<file path="src/rtl/detector_colision_pkg.sv">
// Shared definitions for the game blocks: top-level state codes, game-result
// encodings and the collision detector's internal state type.
package detector_colision_pkg;

  localparam logic [2:0] ST_OFF  = 3'd0;
  localparam logic [2:0] ST_WLCM = 3'd1;
  localparam logic [2:0] ST_CH   = 3'd2;
  localparam logic [2:0] ST_GAME = 3'd3;
  localparam logic [2:0] ST_WL   = 3'd4;
  localparam logic [2:0] ST_PA   = 3'd5;

  localparam logic [1:0] JUGANDO_C = 2'b00;
  localparam logic [1:0] PERDIO_C  = 2'b01;
  localparam logic [1:0] GANO_C    = 2'b10;

  typedef enum logic [2:0] {
    S_IDLE,
    S_JUGANDO,
    S_GRACIA,
    S_PERDIO,
    S_GANO
  } estado_t;

  // The score never wraps back to zero.
  function automatic logic [7:0] sat_inc(input logic [7:0] v);
    return (v == 8'hFF) ? v : v + 8'd1;
  endfunction

endpackage

</file>
<file path="src/rtl/sinc_flanco.sv">
// Two-flop synchronizer for a slow asynchronous clock-like signal, producing a
// one-clk pulse per rising edge seen in the clk domain.
module sinc_flanco (
  input  logic clk,
  input  logic rst,
  input  logic din,
  output logic pulso
);

  logic sync0_q, sync1_q, prev_q;
  logic sync0_d, sync1_d, prev_d;

  always_comb begin
    sync0_d = din;
    sync1_d = sync0_q;
    prev_d  = sync1_q;
  end

  always_ff @(posedge clk or posedge rst) begin
    if (rst) begin
      sync0_q <= 1'b0;
      sync1_q <= 1'b0;
      prev_q  <= 1'b0;
    end else begin
      sync0_q <= sync0_d;
      sync1_q <= sync1_d;
      prev_q  <= prev_d;
    end
  end

  assign pulso = sync1_q & ~prev_q;

endmodule

</file>
<file path="src/rtl/detector_colision.sv">
// Collision detector: compares the hero against the leftmost obstacle digit,
// tracks lives and score, and reports the game result.
module detector_colision
  import detector_colision_pkg::*;
#(
  parameter int         VIDAS  = 3,
  parameter logic [7:0] META   = 8'd30,
  parameter int         GRACIA = 2,
  parameter logic [2:0] GAME   = 3'd3,
  parameter logic [2:0] WL     = 3'd4
) (
  input  logic        clk,
  input  logic        rst,
  input  logic [2:0]  presente,
  input  logic        clk_obstaculos,
  input  logic [20:0] display_obs,
  input  logic [6:0]  heroe_seg,
  output logic [1:0]  W_or_L,
  output logic [1:0]  vidas,
  output logic [7:0]  puntaje,
  output logic        golpe
);

  localparam logic [1:0] VIDAS_INI  = 2'(VIDAS);
  localparam logic [2:0] GRACIA_INI = 3'(GRACIA);

  estado_t    estado_q, estado_d;
  logic [1:0] vidas_q, vidas_d;
  logic [7:0] puntaje_q, puntaje_d;
  logic [1:0] w_or_l_q, w_or_l_d;
  logic       golpe_q, golpe_d;
  logic       pendiente_q, pendiente_d;
  logic [2:0] gracia_q, gracia_d;

  logic       tick;
  logic       hit;
  logic [7:0] puntaje_inc;
  logic       unused_digitos;

  sinc_flanco u_sinc_obs (
    .clk   (clk),
    .rst   (rst),
    .din   (clk_obstaculos),
    .pulso (tick)
  );

  assign hit            = |(display_obs[6:0] & heroe_seg);
  assign puntaje_inc    = sat_inc(puntaje_q);
  assign unused_digitos = ^display_obs[20:7];

  // pendiente remembers that the digit now under the hero was a real obstacle,
  // so the next tick (it scrolling away untouched) earns a point.
  always_comb begin
    estado_d    = estado_q;
    vidas_d     = vidas_q;
    puntaje_d   = puntaje_q;
    w_or_l_d    = w_or_l_q;
    golpe_d     = 1'b0;
    pendiente_d = pendiente_q;
    gracia_d    = gracia_q;

    unique case (estado_q)
      S_IDLE: begin
        if (presente == GAME) begin
          estado_d    = S_JUGANDO;
          vidas_d     = VIDAS_INI;
          puntaje_d   = 8'd0;
          pendiente_d = 1'b0;
          w_or_l_d    = JUGANDO_C;
        end
      end

      S_JUGANDO: begin
        if (presente != GAME) begin
          estado_d    = S_IDLE;
          vidas_d     = 2'd0;
          puntaje_d   = 8'd0;
          w_or_l_d    = JUGANDO_C;
          pendiente_d = 1'b0;
          gracia_d    = 3'd0;
        end else if (hit) begin
          golpe_d     = 1'b1;
          pendiente_d = 1'b0;
          if (vidas_q <= 2'd1) begin
            estado_d = S_PERDIO;
            vidas_d  = 2'd0;
            w_or_l_d = PERDIO_C;
          end else begin
            estado_d = S_GRACIA;
            vidas_d  = vidas_q - 2'd1;
            gracia_d = GRACIA_INI;
          end
        end else if (tick) begin
          if (pendiente_q) begin
            puntaje_d = puntaje_inc;
            if (puntaje_inc == META) begin
              estado_d = S_GANO;
              w_or_l_d = GANO_C;
            end
          end
          pendiente_d = |display_obs[6:0];
        end
      end

      S_GRACIA: begin
        if (presente != GAME) begin
          estado_d    = S_IDLE;
          vidas_d     = 2'd0;
          puntaje_d   = 8'd0;
          w_or_l_d    = JUGANDO_C;
          pendiente_d = 1'b0;
          gracia_d    = 3'd0;
        end else if (tick) begin
          gracia_d    = gracia_q - 3'd1;
          pendiente_d = 1'b0;
          if (gracia_q <= 3'd1) begin
            estado_d = S_JUGANDO;
            gracia_d = 3'd0;
          end
        end
      end

      S_PERDIO, S_GANO: begin
        if ((presente != GAME) && (presente != WL)) begin
          estado_d    = S_IDLE;
          vidas_d     = 2'd0;
          puntaje_d   = 8'd0;
          w_or_l_d    = JUGANDO_C;
          pendiente_d = 1'b0;
          gracia_d    = 3'd0;
        end
      end

      default: begin
        estado_d    = S_IDLE;
        vidas_d     = 2'd0;
        puntaje_d   = 8'd0;
        w_or_l_d    = JUGANDO_C;
        pendiente_d = 1'b0;
        gracia_d    = 3'd0;
      end
    endcase
  end

  always_ff @(posedge clk or posedge rst) begin
    if (rst) begin
      estado_q    <= S_IDLE;
      vidas_q     <= 2'd0;
      puntaje_q   <= 8'd0;
      w_or_l_q    <= JUGANDO_C;
      golpe_q     <= 1'b0;
      pendiente_q <= 1'b0;
      gracia_q    <= 3'd0;
    end else begin
      estado_q    <= estado_d;
      vidas_q     <= vidas_d;
      puntaje_q   <= puntaje_d;
      w_or_l_q    <= w_or_l_d;
      golpe_q     <= golpe_d;
      pendiente_q <= pendiente_d;
      gracia_q    <= gracia_d;
    end
  end

  assign W_or_L  = w_or_l_q;
  assign vidas   = vidas_q;
  assign puntaje = puntaje_q;
  assign golpe   = golpe_q;

endmodule

</file>
<file path="config.mk">
export PLATFORM = sky130hd
export DESIGN_NAME = detector_colision
export DESIGN_NICKNAME = d
export VERILOG_FILES = /design/src/rtl/detector_colision_pkg.sv /design/src/rtl/sinc_flanco.sv /design/src/rtl/detector_colision.sv
export SDC_FILE = /design/constraint.sdc
export NUM_CORES = 1
export LEC_CHECK = 0
export CORE_MARGIN = 4
export CORE_UTILIZATION = 30
export CTS_CLUSTER_SIZE = 8
export DETAILED_ROUTE_END_ITERATION = 7
export DONT_BUFFER_PORTS = 1
export MAX_ROUTING_LAYER = met4
export PLACE_DENSITY = 0.5
export SKIP_LAST_GASP = 1
export SYNTH_ARGS = -nofsm -noshare
export SYNTH_HDL_FRONTEND = slang
export SYNTH_SLANG_ARGS = --single-unit
</file>
<file path="constraint.sdc">
create_clock -name clk -period 5.3 [get_ports clk]
set_input_delay 1.06 -clock clk [delete_from_list [all_inputs] [get_ports clk]]
set_output_delay 1.06 -clock clk [all_outputs]
set_load 0.03 [all_outputs]
</file>
==> flow_metrics.py, run 1 <==
metrics = {
    "outcome": {
        "outcome": "finished clean",
    },
    "sta": {
        "finClkSkew_ns": 0.00436,
        "setup_viol": 0,
        "max_slew_margin_pct": 40.8,
        "fin_setup_tns_ns": 0,
        "drv_slew": 0,
        "min_period_ns": 2.68,
        "timing.fmax_mhz": 373,
        "fin_crit_sh_pct": 50.6,
        "rsz0062_at_grt": "no",
        "finalHoldViolCount": 0,
        "worstMarginPinSlew_ns": 0.887,
    },
    "die": {
        "num_rows": 24,
        "ios": 47,
        "die_w_um": 76.9,
        "die_y_um": 76.9,
        "dieArea_um2": 5920,
        "initial_core_util_pct": 31.9,
        "core-area_um2": 4470,
    },
    "place": {
        "gp_congestion": 0.791,
        "dp_hpwl_um": 2650,
        "io_buffers": 0,
    },
    "worst_hold_path": {
        "whs_path_depth": 0,
        "hp-class": "register to register",
        "hp-start": "u_sinc_obs.sync0_q",
        "whs_endpoint": "u_sinc_obs.prev_d",
    },
    "power": {
        "ir_worst_vdd_v": 0.000102,
        "leakage_nw": 0.608,
        "finalPower_mw": 0.523,
        "power_density_nw_per_um2": 343,
    },
    "cts": {
        "numCtsBuffers": 3,
        "htree_num_levels": 1,
        "cts_tree": "done",
        "cts_setup_buffers": 0,
        "cts_resized": 0,
        "clkLatencyLatePin_ns": 0.26,
        "hold_buffers": 0,
        "clock-sinks": 23,
        "cts_max_path_buffers": 2,
        "path_clk_slew_ns": 0.08,
        "cts_root_buffer": "clkbuf_8",
    },
    "yosys": {
        "syn_area_um2": 1430,
        "yosys_warnings": 0,
        "ys_types": 46,
        "synth_ff_type": "dfrtp_1",
        "synth_edf_count": 0,
        "syn-num-nets": 193,
        "ys_seq_elements": 23,
        "avgSynthCellArea_um2": 9.14,
        "ys_seq_area_share_pct": 40.4,
        "async_flop_share_pct": 100,
        "netlist_instances": 156,
    },
    "setup_path": {
        "cp.required_ns": 5.46,
        "cp-end-kind": "register",
        "worstReg2RegStart": "estado_q[1]",
        "cp_cell_sequence": "a222oi_1 -> nand4_2 -> a2111oi_4 -> o21ai_2 -> mux2_4",
        "cp_max_fo": 8,
        "worstSetupPathType": "input pin to register",
        "cpPeakStageDelay_ns": 0.63,
        "rr_worst_depth": 5,
        "ff2ff_setup_slack_ns": 3.07,
        "reg2reg_to": "gracia_q[1]",
        "cp-start-kind": "input pin",
        "crit_slowest_cell": "a2111oi_4",
        "critPathArrivalTime_ns": 2.84,
    },
    "global_routing": {
        "grt_pass1_vias": 1251,
        "grt_pass1_wl_um": 5850,
        "antenna_found_initial": 0,
        "grt_overflow": 0,
        "grt_start_max_net_pins": 24,
        "grt_use_total_pct": 12.4,
    },
    "layout": {
        "final_cell_mix": "23 x dfrtp_1, 16 x nand2_1, 13 x o21ai_0",
        "seqCellArea_um2": 576,
        "drive_gt1_share_pct": 8.92,
        "fin_nets": 195,
        "num_antenna_cells": 0,
        "layout_commonest_cell": "dfrtp_1",
        "nFillCells": 469,
        "syn2layout_area_growth_pct": 7.11,
        "multi_input_area_um2": 803,
    },
    "detailed_routing": {
        "wl_per_cell_um": 16.5,
        "first_pass_iters": 4,
        "vias": 1223,
        "drcViolationCount": 0,
        "viasPerCell": 5.85,
        "wl_um": 3450,
        "antenna_left": 0,
        "drt-initial-drc-count": 87,
    },
    "flow_run": {
        "drv_cap": 0,
    },
}
Yosys cell counts (all sizes together) (3+ instances only):
master / instances / area, um2
a21oi: 7 / 35.0
a31oi: 5 / 31.3
and2: 4 / 25.0
and3: 3 / 20.0
clkbuf: 3 / 11.3
dfrtp: 23 / 576
ha: 3 / 37.5
inv: 8 / 30.0
mux2: 4 / 48.8
nand2: 16 / 60.1
nand2b: 4 / 25.0
nand3: 5 / 25.0
nor2: 7 / 26.3
nor3: 6 / 30.0
nor4: 5 / 31.3
o211ai: 3 / 22.5
o21ai: 14 / 73.8
or3: 3 / 18.8
power by group:
group / internal [mW] / switching, mW / leakage [nW]
clock: 0.0537 / 0.0566 / 0.0228
combinational: 0.0698 / 0.0980 / 0.279
sequential: 0.196 / 0.0490 / 0.306
how the worst max path moves through the flow:
| stage | start | end | slack [ns] |
|---|---|---|---|
| final | display_obs[3] | puntaje[0] | 2.62 |
| after detailed placement | display_obs[3] | puntaje[0] | 2.31 |
| after CTS | display_obs[3] | puntaje[0] | 2.60 |
| after floorplan | display_obs[3] | puntaje[0] | 2.57 |
| after global placement | display_obs[3] | puntaje[0] | 2.34 |
| after global routing | display_obs[3] | puntaje[0] | 2.46 |
cell type report:
cell class	count	share of cell area (%)
inverters	8	1.97
well taps	52	4.26
repair buffers	1	0.492
flip-flops and latches	23	37.7
clock buffers	4	2.95
multi-input cells	121	52.6
worst max-delay path: cells and delay by family:
| family | cells | cell delay, ns |
|---|---|---|
| and+or+nand+nor | 1 | 0.28 |
| muxes | 1 | 0.27 |
| AOI/OAI and AO/OA | 3 | 1.21 |
cell families after synthesis:
| kind of cell | after synthesis | synth area share [%] |
|---|---|---|
| buffers and inverters | 12 | 3.25 |
| AO/OA/AOI/OAI | 48 | 23.9 |
| flip-flops | 23 | 40.4 |
| multiplexers | 4 | 3.42 |
| XOR/XNOR | 2 | 1.23 |
| adder cells (fa/ha/maj) | 3 | 2.63 |
| AND/OR/NAND/NOR | 64 | 25.2 |
routing by layer:
layer / vias to the layer above / routed length [um] / track usage [%]
met2: 40 / 1650 / 21.1
li1: 595 / - / -
met3: 6 / 187 / 2.46
met1: 582 / 1590 / 15.1
met5: - / 0 / -
met4: 0 / 25 / 3.26
flip-flops by register name (all words and copies together) (netlist names):
signal	cells
puntaje	8
pendiente_q	1
gracia_q	3
u_sinc_obs.prev_q	1
W_or_L	2
golpe	1
u_sinc_obs.sync0_q	1
vidas	2
estado_q	3
u_sinc_obs.prev_d	1
metrics by stage:
step	std cells	hold WS (ns)	worst slack, ns	cell area [um2]	util, %
after floorplan	156	0.331	2.57	1430	-
after global placement	205	0.335	2.34	1480	33.1
after detailed placement	205	0.336	2.31	1480	33.1
after CTS	209	0.355	2.60	1530	34.1
after global routing	209	0.376	2.46	1530	34.1
final	209	0.354	2.62	1530	34.1
No activity file was read; power rests on OpenSTA's default activity.
==> run 2: changes to the inputs <==
Settings changed: PLACE_DENSITY 0.5 to 0.51.
Clock period 5.3 ns to 2.4 ns, I/O delays scaled along.
==> run 2 against run 1 <==
  * Power up 130%
  * Final cell count up 5.3%
  * Critical endpoint is now estado_q[0]
  * Utilization up 1.8 points
  * Largest power group unchanged
  * Clock-buffer cell count unchanged
  * Design area up 5.4%
  * Largest cell class unchanged
  * Routed wire length up 1.7%
  * Clock power up 110%
  * Non-clock buffer count up 11
==> flow_metrics.py, run 2 (synthesis results as in run 1) <==
metrics = {
    "outcome": {
        "outcome": "finished clean",
    },
    "setup_path": {
        "cp.depth": 6,
        "rr_worst_depth": 6,
        "reg2reg_to": "estado_q[0]",
        "crit_slowest_cell": "dfrtp_1",
        "cpPeakStageDelay_ns": 0.45,
        "ff2ff_setup_slack_ns": 0.30,
        "cp_cell_sequence": "nand2b_1 -> nor3_1 -> buf_4 -> nand2_1 -> o211ai_1 -> mux2_2",
        "cp-end-kind": "register",
        "worstSetupPathType": "register to register",
        "path_delay_family": "simple AND/OR/NAND/NOR gates",
        "critPathArrivalTime_ns": 2.25,
        "worstReg2RegStart": "estado_q[1]",
        "cp-start-kind": "register",
        "critPathBufInv": 1,
        "cp_max_fo": 12,
        "cp.required_ns": 2.54,
    },
    "cts": {
        "numCtsBuffers": 3,
        "cts_setup_buffers": 0,
        "cts_tree": "done",
        "clock-sinks": 23,
        "cts_root_buffer": "clkbuf_8",
        "cts_max_path_buffers": 2,
        "htree_num_levels": 1,
        "path_clk_slew_ns": 0.08,
        "cts_resized": 0,
        "hold_buffers": 0,
        "clkLatencyLatePin_ns": 0.26,
    },
    "detailed_routing": {
        "antenna_left": 0,
        "viasPerCell": 5.65,
        "vias": 1242,
        "dr_wl_met3_um": 177,
        "drcViolationCount": 0,
        "wl_met1_um": 1690,
        "drt-initial-drc-count": 110,
        "dr_wl_met2_um": 1620,
        "first_pass_iters": 4,
        "wl_per_cell_um": 16.0,
        "wl_um": 3510,
        "route.top_layer_used": "met4",
    },
    "power": {
        "leakage_nw": 0.663,
        "ir_worst_vdd_v": 0.000228,
        "power_density_nw_per_um2": 731,
    },
    "worst_hold_path": {
        "hp-class": "input pin to async pin",
    },
    "layout": {
        "fin_nets": 206,
        "layout_commonest_cell": "dfrtp_1",
        "final_cell_mix": "23 x dfrtp_1, 16 x nand2_1, 13 x o21ai_0",
        "largest_reg_flops": 8,
        "syn2layout_area_growth_pct": 12.9,
        "num_antenna_cells": 0,
        "drive_gt1_share_pct": 14.9,
    },
    "sta": {
        "holdWs_ns": 0.148,
        "rsz0062_at_grt": "no",
        "max_slew_margin_pct": 53.7,
        "worstMarginPinSlew_ns": 0.689,
        "setup_viol": 0,
        "min_period_ns": 2.10,
        "fin_crit_sh_pct": 87.6,
        "drv_slew": 0,
        "fin_setup_tns_ns": 0,
        "timing.fmax_mhz": 476,
        "finalHoldViolCount": 0,
        "finClkSkew_ns": 0.00247,
    },
    "global_routing": {
        "grt_start_max_net_pins": 24,
        "grt_use_total_pct": 12.7,
        "grt_pass1_vias": 1256,
        "antenna_found_initial": 0,
        "grt_overflow": 0,
        "grt_pass1_wl_um": 6040,
    },
    "place": {
        "io_buffers": 0,
        "dp_hpwl_um": 2740,
        "gp_congestion": 0.821,
    },
    "flow_run": {
        "drv_cap": 0,
    },
    "die": {
        "die_y_um": 76.9,
        "core-area_um2": 4470,
        "ios": 47,
        "dieArea_um2": 5920,
        "num_rows": 24,
        "initial_core_util_pct": 31.9,
        "die_w_um": 76.9,
    },
}
-- run 2: cell count changes in the layout (fill, tap and decap cells not counted), sizes merged --
cell	delta
buf	+11
-- run 2: worst register-to-register path: stages, from the launching register on --
cell,delay (ns)
dfrtp_1,0.45
nand2b_1,0.20
nor3_1,0.25
buf_4,0.25
nand2_1,0.16
o211ai_1,0.31
mux2_2,0.38
-- run 2: worst max path at each step --
stage | slack, ns | to | startpoint
floorplan | 0.25 | puntaje[0] | display_obs[3]
global placement | 0.20 | estado_q[0] | display_obs[3]
detailed placement | 0.14 | estado_q[0] | display_obs[3]
CTS | 0.29 | estado_q[0] | estado_q[1]
global route | 0.05 | estado_q[0] | estado_q[1]
finish | 0.30 | estado_q[0] | estado_q[1]
-- run 2: report_power, final --
group / leakage [nW] / switching (mW) / internal, mW
Sequential: 0.306 / 0.0957 / 0.433
Clock: 0.0228 / 0.117 / 0.118
Combinational: 0.334 / 0.237 / 0.176
-- run 2: area by class of cell --
class | instances | area, um2
clock buffer | 4 | 45.0
fill | 457 | 2870
inverter | 8 | 30.0
multi-input combinational | 121 | 803
sequential | 23 | 576
tap | 52 | 65.1
timing repair buffer | 12 | 90.1
-- run 2: through the flow --
| step | std cells | worst slack [ns] | power (mW) | util, % | area [um2] |
|---|---|---|---|---|---|
| CTS | 220 | 0.285 | 1.20 | 36.0 | 1610 |
| floorplan | 156 | 0.254 | 0.833 | - | 1430 |
| global route | 220 | 0.0536 | 1.28 | 36.0 | 1610 |
| global placement | 216 | 0.196 | 0.940 | 35.0 | 1560 |
| detailed placement | 216 | 0.142 | 0.952 | 35.0 | 1560 |
| finish | 220 | 0.298 | 1.18 | 36.0 | 1610 |
-- run 2: metal layers --
layer	up-vias	GRT usage (%)
met4	0	3.08
li1	614	-
met2	33	19.9
met1	593	17.3
met5	-	-
met3	2	2.11
==> run 3: changes to the inputs <==
Settings changed: CORE_ASPECT_RATIO set to 2, PLACE_DENSITY 0.51 to 0.5.
Clock period 2.4 ns to 2.15 ns, I/O delays scaled along.
==> run 3 against run 2 <==
  * Via count grew 7.2%
  * Die area increased by 1.1%
  * Hold slack gained 0.043 ns
  * Flip-flop and latch count did not move
  * Setup slack worse by 0.20 ns
  * Clock power up 11%
  * Combinational power up 37%
  * Critical path type unchanged
  * Critical endpoint is now puntaje[0]
==> flow_metrics.py, run 3 (synthesis results as in run 1) <==
metrics = {
    "outcome": {
        "outcome": "finished clean",
    },
    "layout": {
        "drive_gt1_share_pct": 19.1,
        "largest_reg_flops": 8,
        "final_cell_mix": "23 x dfrtp_1, 21 x buf_4, 16 x nand2_1",
        "fin_nets": 216,
        "layout_commonest_cell": "dfrtp_1",
        "num_antenna_cells": 0,
        "syn2layout_area_growth_pct": 18.6,
    },
    "sta": {
        "setup_viol": 0,
        "worstMarginPinSlew_ns": 0.637,
        "drv_slew": 0,
        "finClkSkew_ns": 0.00337,
        "fin_ws_ns": 0.0995,
        "min_period_ns": 2.05,
        "timing.fmax_mhz": 488,
        "max_slew_margin_pct": 57.2,
        "fin_crit_sh_pct": 95.4,
        "holdWs_ns": 0.190,
        "finalHoldViolCount": 0,
        "rsz0062_at_grt": "no",
    },
    "cts": {
        "cts_setup_buffers": 0,
        "cts_resized": 0,
        "clkLatencyLatePin_ns": 0.26,
        "clock-sinks": 23,
        "cts_tree": "done",
        "hold_buffers": 1,
        "numCtsBuffers": 3,
        "cts_root_buffer": "clkbuf_8",
        "path_clk_slew_ns": 0.08,
        "htree_num_levels": 1,
        "cts_max_path_buffers": 2,
    },
    "detailed_routing": {
        "viasPerCell": 5.72,
        "antenna_left": 0,
        "wl_um": 4090,
        "drcViolationCount": 0,
        "vias": 1332,
        "first_pass_iters": 5,
        "wl_per_cell_um": 17.5,
        "drt-initial-drc-count": 40,
    },
    "setup_path": {
        "reg2reg_to": "puntaje[0]",
        "cp.required_ns": 2.30,
        "cp_max_fo": 5,
        "ff2ff_setup_slack_ns": 0.1,
        "cp-start-kind": "register",
        "worstReg2RegStart": "u_sinc_obs.prev_q",
        "worstSetupPathType": "register to register",
        "critPathArrivalTime_ns": 2.20,
        "cp-end-kind": "register",
        "rr_worst_depth": 6,
    },
    "place": {
        "gp_congestion": 0.806,
        "io_buffers": 0,
        "post-place-ws_ns": -0.0738,
        "dp_hpwl_um": 3370,
    },
    "worst_hold_path": {
        "hp-class": "input pin to register",
        "hp-start": "clk_obstaculos",
        "whs_path_depth": 0,
        "whs_endpoint": "u_sinc_obs.sync0_q",
    },
    "die": {
        "num_rows": 35,
        "die_w_um": 56.7,
        "dieArea_um2": 5980,
        "initial_core_util_pct": 31.0,
        "die_y_um": 105,
        "ios": 47,
        "core-area_um2": 4600,
    },
    "global_routing": {
        "grt_pass1_vias": 1423,
        "grt_start_max_net_pins": 17,
        "grt_pass1_wl_um": 6810,
        "grt_overflow": 0,
        "antenna_found_initial": 0,
        "grt_use_total_pct": 14.7,
    },
    "power": {
        "ir_worst_vdd_v": 0.000455,
        "leakage_nw": 0.712,
        "power_density_nw_per_um2": 824,
    },
    "flow_run": {
        "drv_cap": 0,
    },
}
## run 3: changes by cell type in the layout (fill, tap and decap cells not counted)
cell,before,now
buf_4,12,21
dlygate4sd3_1,0,1
## run 3: layer usage
| layer | track usage, % | wire (um) |
|---|---|---|
| met5 | - | 0 |
| met2 | 27.8 | 2450 |
| met1 | 13.8 | 1370 |
| met3 | 2.33 | 128 |
| met4 | 6.97 | 145 |
## run 3: final cells by class
| cell class | count | area [um2] |
|---|---|---|
| multi-input combinational | 121 | 803 |
| sequential | 23 | 576 |
| clock buffer | 4 | 45.0 |
| fill | 478 | 2910 |
| inverter | 8 | 30.0 |
| tap | 55 | 68.8 |
| timing repair buffer | 22 | 168 |
## run 3: critical path, stage by stage (launching register included)
cell	delay [ns]
dfrtp_1	0.37
and3b_1	0.36
nand4_2	0.21
a2111oi_4	0.48
buf_4	0.21
o21ai_2	0.06
mux2_4	0.25
## run 3: through the flow
step / TNS, ns / area [um2] / power (mW) / instances / utilization [%]
after global placement: -0.00614 / 1640 / 1.12 / 228 / 35.6
after floorplan: 0 / 1430 / 0.930 / 156 / -
after CTS: 0 / 1690 / 1.42 / 233 / 36.8
after global routing: 0 / 1690 / 1.49 / 233 / 36.8
after detailed placement: -0.124 / 1640 / 1.14 / 228 / 35.6
final: 0 / 1690 / 1.39 / 233 / 36.8
## run 3: where the power goes
group / switching, mW / leakage, nW / internal [mW]
registers: 0.0826 / 0.306 / 0.483
clock network: 0.130 / 0.0228 / 0.132
logic: 0.315 / 0.383 / 0.250
## run 3: worst max path at each step
| stage | startpoint | endpoint | slack (ns) | depth (start not counted) |
|---|---|---|---|---|
| floorplan | display_obs[3] | puntaje[0] | 0.05 | 5 |
| global placement | display_obs[3] | puntaje[0] | -0.006 | 7 |
| detailed placement | display_obs[3] | puntaje[0] | -0.07 | 7 |
| CTS | u_sinc_obs.prev_q | puntaje[0] | 0.12 | 6 |
| global route | estado_q[1] | estado_q[0] | 0.01 | 6 |
| finish | u_sinc_obs.prev_q | puntaje[0] | 0.1 | 6 |
